<file path="config.mk">
export PLATFORM = sky130hd
export DESIGN_NAME = async_fwft_out
export DESIGN_NICKNAME = d
export VERILOG_FILES = /design/src/rtl/easy_fifo_pkg.sv /design/src/rtl/fwft_skid_buf.sv /design/src/rtl/async_fwft_out.sv
export SDC_FILE = /design/constraint.sdc
export NUM_CORES = 1
export LEC_CHECK = 0
export ABC_AREA = 1
export CORE_MARGIN = 2
export CORE_UTILIZATION = 45
export DETAILED_ROUTE_END_ITERATION = 8
export GPL_TIMING_DRIVEN = 0
export MAX_ROUTING_LAYER = met4
export PLACE_DENSITY = 0.78
export SLEW_MARGIN = 0
export SYNTH_ARGS = -nofsm -noshare
export SYNTH_HDL_FRONTEND = slang
export SYNTH_SLANG_ARGS = --single-unit
export TNS_END_PERCENT = 30
</file>
<file path="constraint.sdc">
create_clock -name rd_clk -period 2.7 [get_ports rd_clk]
set_input_delay 0.405 -clock rd_clk [delete_from_list [all_inputs] [get_ports rd_clk]]
set_output_delay 0.405 -clock rd_clk [all_outputs]
set_load 0.1 [all_outputs]
</file>
<file path="src/rtl/easy_fifo_pkg.sv">
`default_nettype none
// +----------------------------------------------------------------------+
// | easy_fifo_pkg : shared constants, helpers and types for the FIFO    |
// | Rev 1.0                                                               |
// +----------------------------------------------------------------------+
package easy_fifo_pkg;

  localparam int C_RD_LAT_MIN     = 1;
  localparam int C_RD_LAT_MAX     = 2;
  localparam int C_MAX_BUF_DEPTH  = C_RD_LAT_MAX + 1;

  function automatic int clog2_min1(input int n);
    return ($clog2(n) < 1) ? 1 : $clog2(n);
  endfunction

  function automatic bit rd_lat_legal(input int lat);
    return (lat >= C_RD_LAT_MIN) && (lat <= C_RD_LAT_MAX);
  endfunction

  // Wide enough for 0..C_MAX_BUF_DEPTH inclusive.
  typedef logic [$clog2(C_MAX_BUF_DEPTH + 1)-1:0] occ_t;

endpackage
`default_nettype wire

</file>
<file path="src/rtl/fwft_skid_buf.sv">
`default_nettype none
// +----------------------------------------------------------------------+
// | fwft_skid_buf : circular DEPTH x DWIDTH store with push/pop/occ      |
// | Rev 1.0                                                               |
// +----------------------------------------------------------------------+
module fwft_skid_buf
  import easy_fifo_pkg::*;
#(
  parameter int DWIDTH = 64,
  parameter int DEPTH  = 2
) (
  input  logic              clk,
  input  logic              rst,
  input  logic              push,
  input  logic [DWIDTH-1:0] push_data,
  input  logic              pop,
  output logic [DWIDTH-1:0] head_data,
  output occ_t              occ
);

  localparam int C_PTR_W = clog2_min1(DEPTH);

  logic [DWIDTH-1:0]  r_mem [DEPTH];
  logic [C_PTR_W-1:0] r_head;
  logic [C_PTR_W-1:0] r_tail;
  occ_t               r_occ;

  // DEPTH need not be a power of two, so wrap explicitly.
  function automatic logic [C_PTR_W-1:0] ptr_inc(input logic [C_PTR_W-1:0] p);
    return (p == C_PTR_W'(DEPTH - 1)) ? '0 : p + 1'b1;
  endfunction

  always_ff @(posedge clk) begin
    if (rst) begin
      r_head <= '0;
      r_tail <= '0;
      r_occ  <= '0;
      for (int i = 0; i < DEPTH; i++) r_mem[i] <= '0;
    end else begin
      if (push) begin
        r_mem[r_tail] <= push_data;
        r_tail        <= ptr_inc(r_tail);
      end
      if (pop) r_head <= ptr_inc(r_head);
      if (push && !pop)      r_occ <= r_occ + 1'b1;
      else if (pop && !push) r_occ <= r_occ - 1'b1;
    end
  end

  assign head_data = r_mem[r_head];
  assign occ       = r_occ;

  a_no_overflow: assert property (@(posedge clk) disable iff (rst)
    !(push && !pop && (r_occ == occ_t'(DEPTH))))
    else $error("fwft_skid_buf: push into full buffer");

endmodule
`default_nettype wire

</file>
<file path="src/rtl/async_fwft_out.sv">
`default_nettype none
// +----------------------------------------------------------------------+
// | async_fwft_out : registered-read RAM port to FWFT valid/ready stream |
// | Optional: define FWFT_BEAT_CNT_EN for the beat_cnt output counter.   |
// | Rev 1.0                                                               |
// +----------------------------------------------------------------------+
module async_fwft_out
  import easy_fifo_pkg::*;
#(
  parameter int DWIDTH = 64,
  parameter int RD_LAT = 1
) (
  input  logic              rd_clk,
  input  logic              rst,
  input  logic              rd_empty,
  output logic              rd_en,
  input  logic [DWIDTH-1:0] ram_dout,
  output logic [DWIDTH-1:0] m_data,
  output logic              m_valid,
`ifdef FWFT_BEAT_CNT_EN
  output logic [31:0]       beat_cnt,
`endif
  input  logic              m_ready
);

  localparam int BUF_DEPTH = RD_LAT + 1;
  localparam int C_PEND_W  = 4;

  if (!rd_lat_legal(RD_LAT)) begin : g_bad_rd_lat
    $error("async_fwft_out: RD_LAT must be 1 or 2");
  end

  logic [RD_LAT-1:0]   r_infl;
  logic                w_pop;
  logic                w_push;
  occ_t                w_occ;
  logic [C_PEND_W-1:0] w_pend_after_pop;

  assign w_pop   = m_valid & m_ready;
  assign w_push  = r_infl[RD_LAT-1];
  assign m_valid = (w_occ != '0);

  // Credit: never request more words than the buffer can hold once every
  // in-flight read lands, counting the slot freed by this cycle's pop.
  always_comb begin
    w_pend_after_pop = C_PEND_W'(w_occ) + C_PEND_W'($countones(r_infl)) - C_PEND_W'(w_pop);
    rd_en            = ~rst & ~rd_empty & (w_pend_after_pop < C_PEND_W'(BUF_DEPTH));
  end

  always_ff @(posedge rd_clk) begin
    if (rst) begin
      r_infl <= '0;
    end else begin
      r_infl[0] <= rd_en;
      for (int i = 1; i < RD_LAT; i++) r_infl[i] <= r_infl[i-1];
    end
  end

  fwft_skid_buf #(
    .DWIDTH (DWIDTH),
    .DEPTH  (BUF_DEPTH)
  ) u_skid (
    .clk       (rd_clk),
    .rst       (rst),
    .push      (w_push),
    .push_data (ram_dout),
    .pop       (w_pop),
    .head_data (m_data),
    .occ       (w_occ)
  );

`ifdef FWFT_BEAT_CNT_EN
  logic [31:0] r_beat_cnt;

  always_ff @(posedge rd_clk) begin
    if (rst)        r_beat_cnt <= '0;
    else if (w_pop) r_beat_cnt <= r_beat_cnt + 32'd1;
  end

  assign beat_cnt = r_beat_cnt;
`endif

endmodule
`default_nettype wire
</file>
==> summary.md, run 1 <==
The run finished, with violations left. The checks that failed: negative setup slack. From synthesis to final layout, the design area changed by 37.50%.

The power density of the placed cells came out at 1084 nW/um^2. Entering global routing, the biggest net connects 65 pins. Yosys attributes the largest share of cell area to sky130_fd_sc_hd__edfxtp_1, sky130_fd_sc_hd__mux2_2, sky130_fd_sc_hd__nor2_1. After technology mapping, the gate count stands at 455. The area of the placeable core came out at 12620 sq um. The first global-routing pass estimated 18800 um of wire. The run gives 5829 sq um as the cell area after synthesis.

Number of synthesized register bits: 134. The floorplan step set the die height to 117.8 um. The total detailed-routing wirelength is 12020 um, and the number of antenna cells inserted is 0. The clock passes through at most 2 buffers. The total negative slack for setup checks was -58.28 ps; the average wire length per cell after detail routing was 15.08 um. Path type of the worst setup path: primary input to output port. The tools report the final count of negative-setup-slack endpoints as 1. The clock tree synthesis step divided the H-tree into 4 levels. The post-CTS clock slew at the launch and capture registers of the worst setup and hold paths works out to 50 ps.

For this run, the top clock speed supported by timing is 362.5 MHz. The path class of the lowest-slack min-delay path was flop to flop. For this run the aggregate overflow at the end of global routing stands at 0.

For the worst slew slack as a fraction of its limit, the log shows 32.66%. The worst hold margin is 501.5 ps. The sequential element share of the synthesized area came out at 68.00%. During placement, the flow inserted port buffers numbering 133. The cell type with the highest aggregate area in the netlist is sky130_fd_sc_hd__edfxtp_1. The initial antenna violation count came out at 0. 134 I/O pins were placed. The run gives -58.28 ps as the setup slack of the critical path after layout. Max-cap violations in this run came to 0. The cell with the largest stage delay on the worst path is sky130_fd_sc_hd__clkdlybuf4s50_1. The run gives 3.522 nW as the leakage power.

Synthesis warning total: 0. The critical path startpoint category was a primary input. Clock tree synthesis inserted a total of 17 buffers.

Critical path endpoint: rd_en. For the HPWL after detailed placement, the log shows 7770 um. CTS saw 134 sinks. The logs give 1017 for the number of fill cells in the layout and 797 for the final instance count without filler cells. The tools report the critical path startpoint as m_ready.

At the pin with the least slew margin, the transition time is 1014 ps. The kind of end point of the critical path was an output port. The root buffer selected by CTS is sky130_fd_sc_hd__clkbuf_16. Measured in cells, the most critical reg-to-reg path has a length of 6. In this run the biggest area consumer among cell types represents 65.94% of the synthesized area. Capturing point of the worst reg2reg path: u_skid.r_mem[0][4].

The worst-case IR drop observed on VDD is 0.6430 mV. TritonCTS built the clock tree. The run gives 46.19% as the starting utilization of the core area. Walking the worst path, the cells encountered are clkdlybuf4s50_1 > nand2_4 > inv_4 > ha_4 > nor2_4 > fa_1 > nor2_2 > nand3_2 > a21oi_4 > buf_12.

The number of placement rows is 41. For the arrival time reported for the critical path endpoint, the log shows 2350 ps. The clock latency reported for the late side of the worst-skew pair was 410 ps; the worst reg-to-reg setup slack was 590 ps.

The detailed-route DRC error count came out at 0. Setup repair after global routing could not meet its margin everywhere. The die covers 13880 sq um. The run gives 684 as the net count reported at finish. After the first detailed-routing iteration, the DRC count stood at 220.

In this run, placement finished with an instance count of 760. In this run the worst path has a maximum fanout of 3. The pre-CTS worst setup slack is -1030 ps, and the average footprint of a synthesized cell is 12.81 sq um. For the count of pins over their slew limit, the log shows 0. The run gives 527 as the number of nets in the synthesized netlist.

Number of global-route vias before repair: 3914. At the worst endpoint, the required time is 2300 ps. The congestion estimate from routability-driven global placement came to 0.7611.

Across every metal layer, demand over resource in global routing totals 18.25%. The worst register-to-register path begins at r_infl. Across all layers, the routed design uses 3771 vias. Number of unique standard cell types used by synthesis: 17.

The width of the chip is 117.8 um, and the fraction of layout cells with a size suffix above 1 is 21.12%. For the total design power, the log shows 8.691 mW. The logs give 0 for the number of endpoints with negative hold slack in the final report and 4.583 ps for the clock skew after layout. The period utilization is 102.2%. In this run the remaining antenna-violating nets after routing total 0. The smallest clock period supported by the final layout is computed as 2758 ps.

Counting instances, the worst hold path has a depth of 2. After detailed routing, the number of vias per cell comes to 4.731. The maximum single-stage delay on the critical path works out to 500 ps. Number of optimization iterations in the first detailed-route pass: 4.
through the flow:
stage / area (sq um) / util (%)
6_report: 8015 / 63.51
4_1_cts: 7944 / 62.95
3_3_place_gp: 7430 / 58.87
2_1_floorplan: 5883 / -
5_1_grt: 8015 / 63.51
3_5_place_dp: 7442 / 58.97
cell usage in the layout (no fill, tap or decap), types with 3 or more instances in the layout:
master and instances:
sky130_fd_sc_hd__clkdlybuf4s50_1 68, sky130_fd_sc_hd__clkinv_2 5, sky130_fd_sc_hd__mux2_2 64, sky130_fd_sc_hd__nand2_4 3, sky130_fd_sc_hd__inv_1 68, sky130_fd_sc_hd__nand2_1 10
sky130_fd_sc_hd__nand3_1 3, sky130_fd_sc_hd__clkbuf_1 3, sky130_fd_sc_hd__nor2_1 133, sky130_fd_sc_hd__buf_4 7, sky130_fd_sc_hd__clkinv_1 4, sky130_fd_sc_hd__dfxtp_1 4
sky130_fd_sc_hd__dlygate4sd2_1 63, sky130_fd_sc_hd__buf_6 15, sky130_fd_sc_hd__buf_2 3, sky130_fd_sc_hd__bufinv_16 3, sky130_fd_sc_hd__clkbuf_16 17, sky130_fd_sc_hd__edfxtp_1 128
how the worst min path moves through the flow:
stage	startpoint	slack, ps	end
after detailed placement	u_skid.r_tail	490	u_skid.r_tail
after floorplan	u_skid.r_tail	460	u_skid.r_tail
after global routing	u_skid.r_tail	510	u_skid.r_tail
after global placement	u_skid.r_tail	480	u_skid.r_tail
final	u_skid.r_tail	500	u_skid.r_tail
after CTS	u_skid.r_tail	500	u_skid.r_tail
flip-flops by register name (all words and copies together) (netlist names), named ones only:
| name | cells |
|---|---|
| u_skid.r_mem | 128 |
| u_skid.occ | 2 |
| r_infl | 1 |
| u_skid.r_head | 1 |
| u_skid.r_tail | 1 |
power breakdown:
group	leakage, nW	internal (mW)	total, mW	switching [mW]
sequential	1.38	2.59	2.67	0.0796
clock	0.280	1.43	2.24	0.809
combinational	1.87	0.894	3.79	2.89
cell type report:
type                            instances  area, sq um  share of cell area [%]
Buffer                                 21        202.7                   2.529
Multi-Input combinational cell        227         1466                   18.30
Clock buffer                           19        432.9                   5.401
Clock inverter                         13        137.6                   1.717
Timing Repair Buffer                  138         1303                   16.25
Inverter                               73        289.0                   3.606
Tap cell                              172        215.2                   2.685
Sequential cell                       134         3969                   49.52
worst max-delay path, delay by kind of cell:
kind	cells	cell delay, ps
buffers and inverters	3	750
AO/OA/AOI/OAI	1	150
adder cells (fa/ha/maj)	2	630
AND/OR/NAND/NOR	4	390
cells in the mapped netlist:
| cell | number |
|---|---|
| sky130_fd_sc_hd__mux2_2 | 64 |
| sky130_fd_sc_hd__buf_2 | 3 |
| sky130_fd_sc_hd__fa_1 | 1 |
| sky130_fd_sc_hd__inv_1 | 71 |
| sky130_fd_sc_hd__buf_4 | 2 |
| sky130_fd_sc_hd__ha_1 | 3 |
| sky130_fd_sc_hd__nand3_1 | 4 |
| sky130_fd_sc_hd__clkbuf_1 | 1 |
| sky130_fd_sc_hd__o21ai_0 | 2 |
| sky130_fd_sc_hd__nor2_1 | 135 |
| sky130_fd_sc_hd__buf_6 | 15 |
| sky130_fd_sc_hd__nand4_1 | 1 |
| sky130_fd_sc_hd__a21oi_1 | 3 |
| sky130_fd_sc_hd__inv_2 | 2 |
| sky130_fd_sc_hd__edfxtp_1 | 128 |
| sky130_fd_sc_hd__dfxtp_1 | 6 |
| sky130_fd_sc_hd__nand2_1 | 14 |
cell families after synthesis:
family,count (synthesis),synth area share [%]
compound gates,5,0.4292
buf+inv,94,8.178
fa+ha+maj,4,0.9874
mux,64,12.36
simple gates,154,10.05
flops,134,68.00
repair_timing:
action | in CTS | in global routing
gates resized for setup | 73 | 11
pin swaps | 0 | 5
setup buffers | 0 | 5
hold buffers | 0 | 0
setup endpoints to repair | 64 | 2
endpoints found under the hold margin | 0 | 0
metal layers:
metal	GRT usage (%)	wire [um]
met5	-	0
met4	7.681	176
met1	19.81	4930
met2	31.94	6350
met3	4.457	561
(Power assumes the default switching activity.)
==> inputs of run 2 (changes only) <==
Settings changed: CORE_UTILIZATION 45 to 47, CTS_BUF_LIST from default to sky130_fd_sc_hd__clkbuf_8, CTS_CLUSTER_DIAMETER from default to 100, PLACE_DENSITY 0.78 to 0.81.
==> run 2 against run 1 <==
Against the previous run:
- the run still ends with negative setup slack left
- routed wire length decreased by 1.0%
- die area decreased by 4.1%
- non-clock buffer count decreased by 1
- flip-flop and latch count unchanged
- total power decreased by 6.3%
- setup slack improved by 3.2 ps
- register-to-register slack improved by 20 ps
- via count decreased by 0.24%
- final cell count decreased by 0.75%
- worst hold slack improved by 0.82 ps
- core utilization increased by 1.4 points
==> summary.md, run 2 (synthesis results as in run 1) <==
The tools report the TritonCTS buffer count as 17 (unchanged). STA classifies the critical path endpoint as an output port. The detailed-route via count is 3762 (-0.24%), and the die extent in y is 115.4 um (-2.1%). The hold-fix buffer count after cts came out at 0 (unchanged). Capturing point of the worst reg2reg path: u_skid.r_mem[0][44].

The path depth of the worst reg2reg path is 6 (unchanged), and the detailed-route DRC error count is 0 (unchanged). Number of antenna cells inserted: 0 (unchanged). The path with the worst hold slack has its endpoint at u_skid.r_tail.

Maximum resistive drop on vdd: 0.5200 mV (-19%). The deepest clock path buffer count is 2 (unchanged). The run gives 1 (unchanged) as the final count of negative-setup-slack endpoints. The number of fill cells in the layout was 951 (-6.5%). The setup path with the least slack is of type flop to output port.

Setup repair after global routing could not meet its margin everywhere. The clock skew after layout is 7.887 ps (+3.303 ps). The flow ran to the end, but the final reports show violations. STA classifies the critical path startpoint as a flop. The total of max-cap violations is 0 (unchanged), and the width of the chip is 115.4 um (-2.1%).

The run gives 3.436 nW (-2.4%) as the leakage power. For the initial antenna violation count, the log shows 0 (unchanged). The startpoint of the worst-slack reg-to-reg timing path was r_infl.

The worst reg-to-reg setup slack is 610 ps (+20 ps). The logs give 40 (-2.4%) for the number of placement rows and 0 (unchanged) for the count of pins over their slew limit. Leaving out fill and tap cells, the most frequent cell in the layout is sky130_fd_sc_hd__nor2_1.

The number of DRC markers after the initial detailed-route iteration is 250 (+14%), and the fraction of layout cells with a size suffix above 1 is 21.03% (-0.093 points). The tools report the leftover overflow at the end of global routing as 0 (unchanged). The number of endpoints with negative hold slack in the final report was 0 (unchanged); the layout overhead on the synthesized area was 34.26%. The logs give 48.33% (+2.1 points) for the starting utilization of the core area and 13310 sq um (-4.1%) for the die area. The logs give 3828 (-2.2%) for the number of global-route vias before repair and 134 (unchanged) for the number of ports placed on the die boundary. The run gives 2350 ps (about the same) as the arrival time reported for the critical path endpoint. The maximum achievable frequency was 363.0 MHz (+0.12%).

HPWL after detailed placement: 7830 um (+0.78%). The remaining antenna violation count after routing is 0 (unchanged). The total detailed-routing wirelength was 11890 um (-1.0%).

The vias per cell is 4.756 (+0.52%). The period utilization is 102.0% (-0.12 points), and the worst slew slack as a fraction of its limit is 32.53% (-0.12 points). Number of flip-flops under the largest register name: 128 (unchanged). The global placer's final weighted congestion was 0.7265 (-4.5%); the required time of the worst setup path was 2300 ps (about the same).

For the first-pass GRT wire length, the log shows 18260 um (-2.9%). The total number of clock tree sinks was 134 (unchanged). The final period demand of the worst path came out at 2755 ps (-3.228 ps). The aggregate global-route resource usage came out at 18.88% (+0.64 points). The setup slack of the critical path after layout came out at -55.05 ps (+3.228 ps). Startpoint of the tightest hold check path: u_skid.r_tail. Core occupancy in the finished layout: 64.89% (+1.4 points).

The register with the most flip-flops in the final layout is u_skid.r_mem. The number of instances on the worst hold path is 2 (unchanged), and the final instance area is 7826 sq um (-2.4%). The clock latency reported for the late side of the worst-skew pair was 430 ps (+20 ps).

The net count reported at finish is 683 (-0.15%). The transition time of the tightest slew-check pin was 1016 ps (+1.876 ps). The number of optimization iterations in the first detailed-route pass was 4 (unchanged). For the area after detailed placement, the log shows 7437 sq um (about the same).

The final reports fail on negative setup slack. The count of H-tree levels built during CTS is 4 (unchanged), and the top fanout value on the critical path is 4 (+1). The count of input and output buffers came out at 133 (unchanged). For the largest net degree at the start of global routing, the log shows 65 (unchanged).

In this run the worst hold path is classified as flop to flop. The power density of the placed cells is 1041 nW/um^2 (-4.0%). The top cell types in the final layout, fill and taps aside, are sky130_fd_sc_hd__nor2_1, sky130_fd_sc_hd__edfxtp_1, sky130_fd_sc_hd__inv_1, sky130_fd_sc_hd__clkdlybuf4s50_1. Root buffer selected by CTS: sky130_fd_sc_hd__clkbuf_8. The area of the placeable core is 12060 sq um (-4.4%), and the average wire length per cell after detail routing is 15.04 um (-0.29%).

TritonCTS built the clock tree. Post-CTS clock slew at the launch and capture registers of the worst setup and hold paths: 70 ps (+20 ps).
run 2: cell count changes in the layout (fill, tap and decap cells not counted), sizes merged:
cell,before,now
buf,26,25
clkinvlp,1,2
clkbuf,20,18
clkinv,10,6
dlymetal6s2s,1,0
inv,72,75
bufinv,3,4
dlygate4sd2,63,64
run 2: layout make-up:
class	instances	area, sq um	share of cell area [%]
timing repair buffer	137	1291	16.50
buffer	21	202.7	2.590
clock buffer	17	234.0	2.990
sequential	134	3969	50.71
multi-input combinational	227	1461	18.67
inverter	73	289.0	3.693
tap	168	210.2	2.686
clock inverter	14	168.9	2.158
run 2: where the power goes:
group	switching, mW	total (mW)	internal, mW
logic	2.88	3.76	0.884
registers	0.0781	2.66	2.58
clock network	0.744	1.72	0.979
run 2: critical path, stage by stage, from the launching register on:
cell	delay, ps
sky130_fd_sc_hd__dfxtp_4	370
sky130_fd_sc_hd__inv_8	70
sky130_fd_sc_hd__nand2_8	50
sky130_fd_sc_hd__nand2_4	70
sky130_fd_sc_hd__inv_4	50
sky130_fd_sc_hd__ha_4	260
sky130_fd_sc_hd__nor2_2	30
sky130_fd_sc_hd__fa_1	450
sky130_fd_sc_hd__nor2_2	130
sky130_fd_sc_hd__nand3_2	100
sky130_fd_sc_hd__a21oi_4	150
sky130_fd_sc_hd__buf_12	190
run 2: repair_timing:
item | CTS | global route
hold endpoints to repair | 0 | 0
gates cloned | 0 | 0
pin swaps | 0 | 2
setup buffers | 0 | 4
setup endpoints to repair | 65 | 1
resized for setup | 75 | 8
run 2: metal layers:
layer | track usage, % | share of wire, %
met5 | - | 0
met2 | 31.23 | 50
met1 | 22.57 | 43
met4 | 6.908 | 1.1
met3 | 4.533 | 5.1
run 2: worst max path at each step:
stage                                     end  cells past startpoint  slack, ps           from
after floorplan                         rd_en                     10          8  u_skid.occ[0]
after global placement    u_skid.r_mem[0][12]                      6      -1350            rst
after detailed placement                rd_en                     10      -1010        m_ready
after CTS                               rd_en                     11       -160  u_skid.occ[1]
after global routing                    rd_en                     11       -150  u_skid.occ[0]
final                                   rd_en                     11        -60  u_skid.occ[1]
run 2: metrics by stage:
step	setup TNS, ps	std cells	hold slack (ps)	total power, mW	worst slack (ps)
after CTS	-157.5	787	506.4	8.150	-157.5
after global placement	-118950	756	477.0	6.598	-1351
after global routing	-151.1	791	548.8	8.423	-151.1
final	-55.05	791	502.3	8.146	-55.05
after detailed placement	-2643	756	495.7	6.633	-1014
after floorplan	0	455	461.1	5.764	8.495
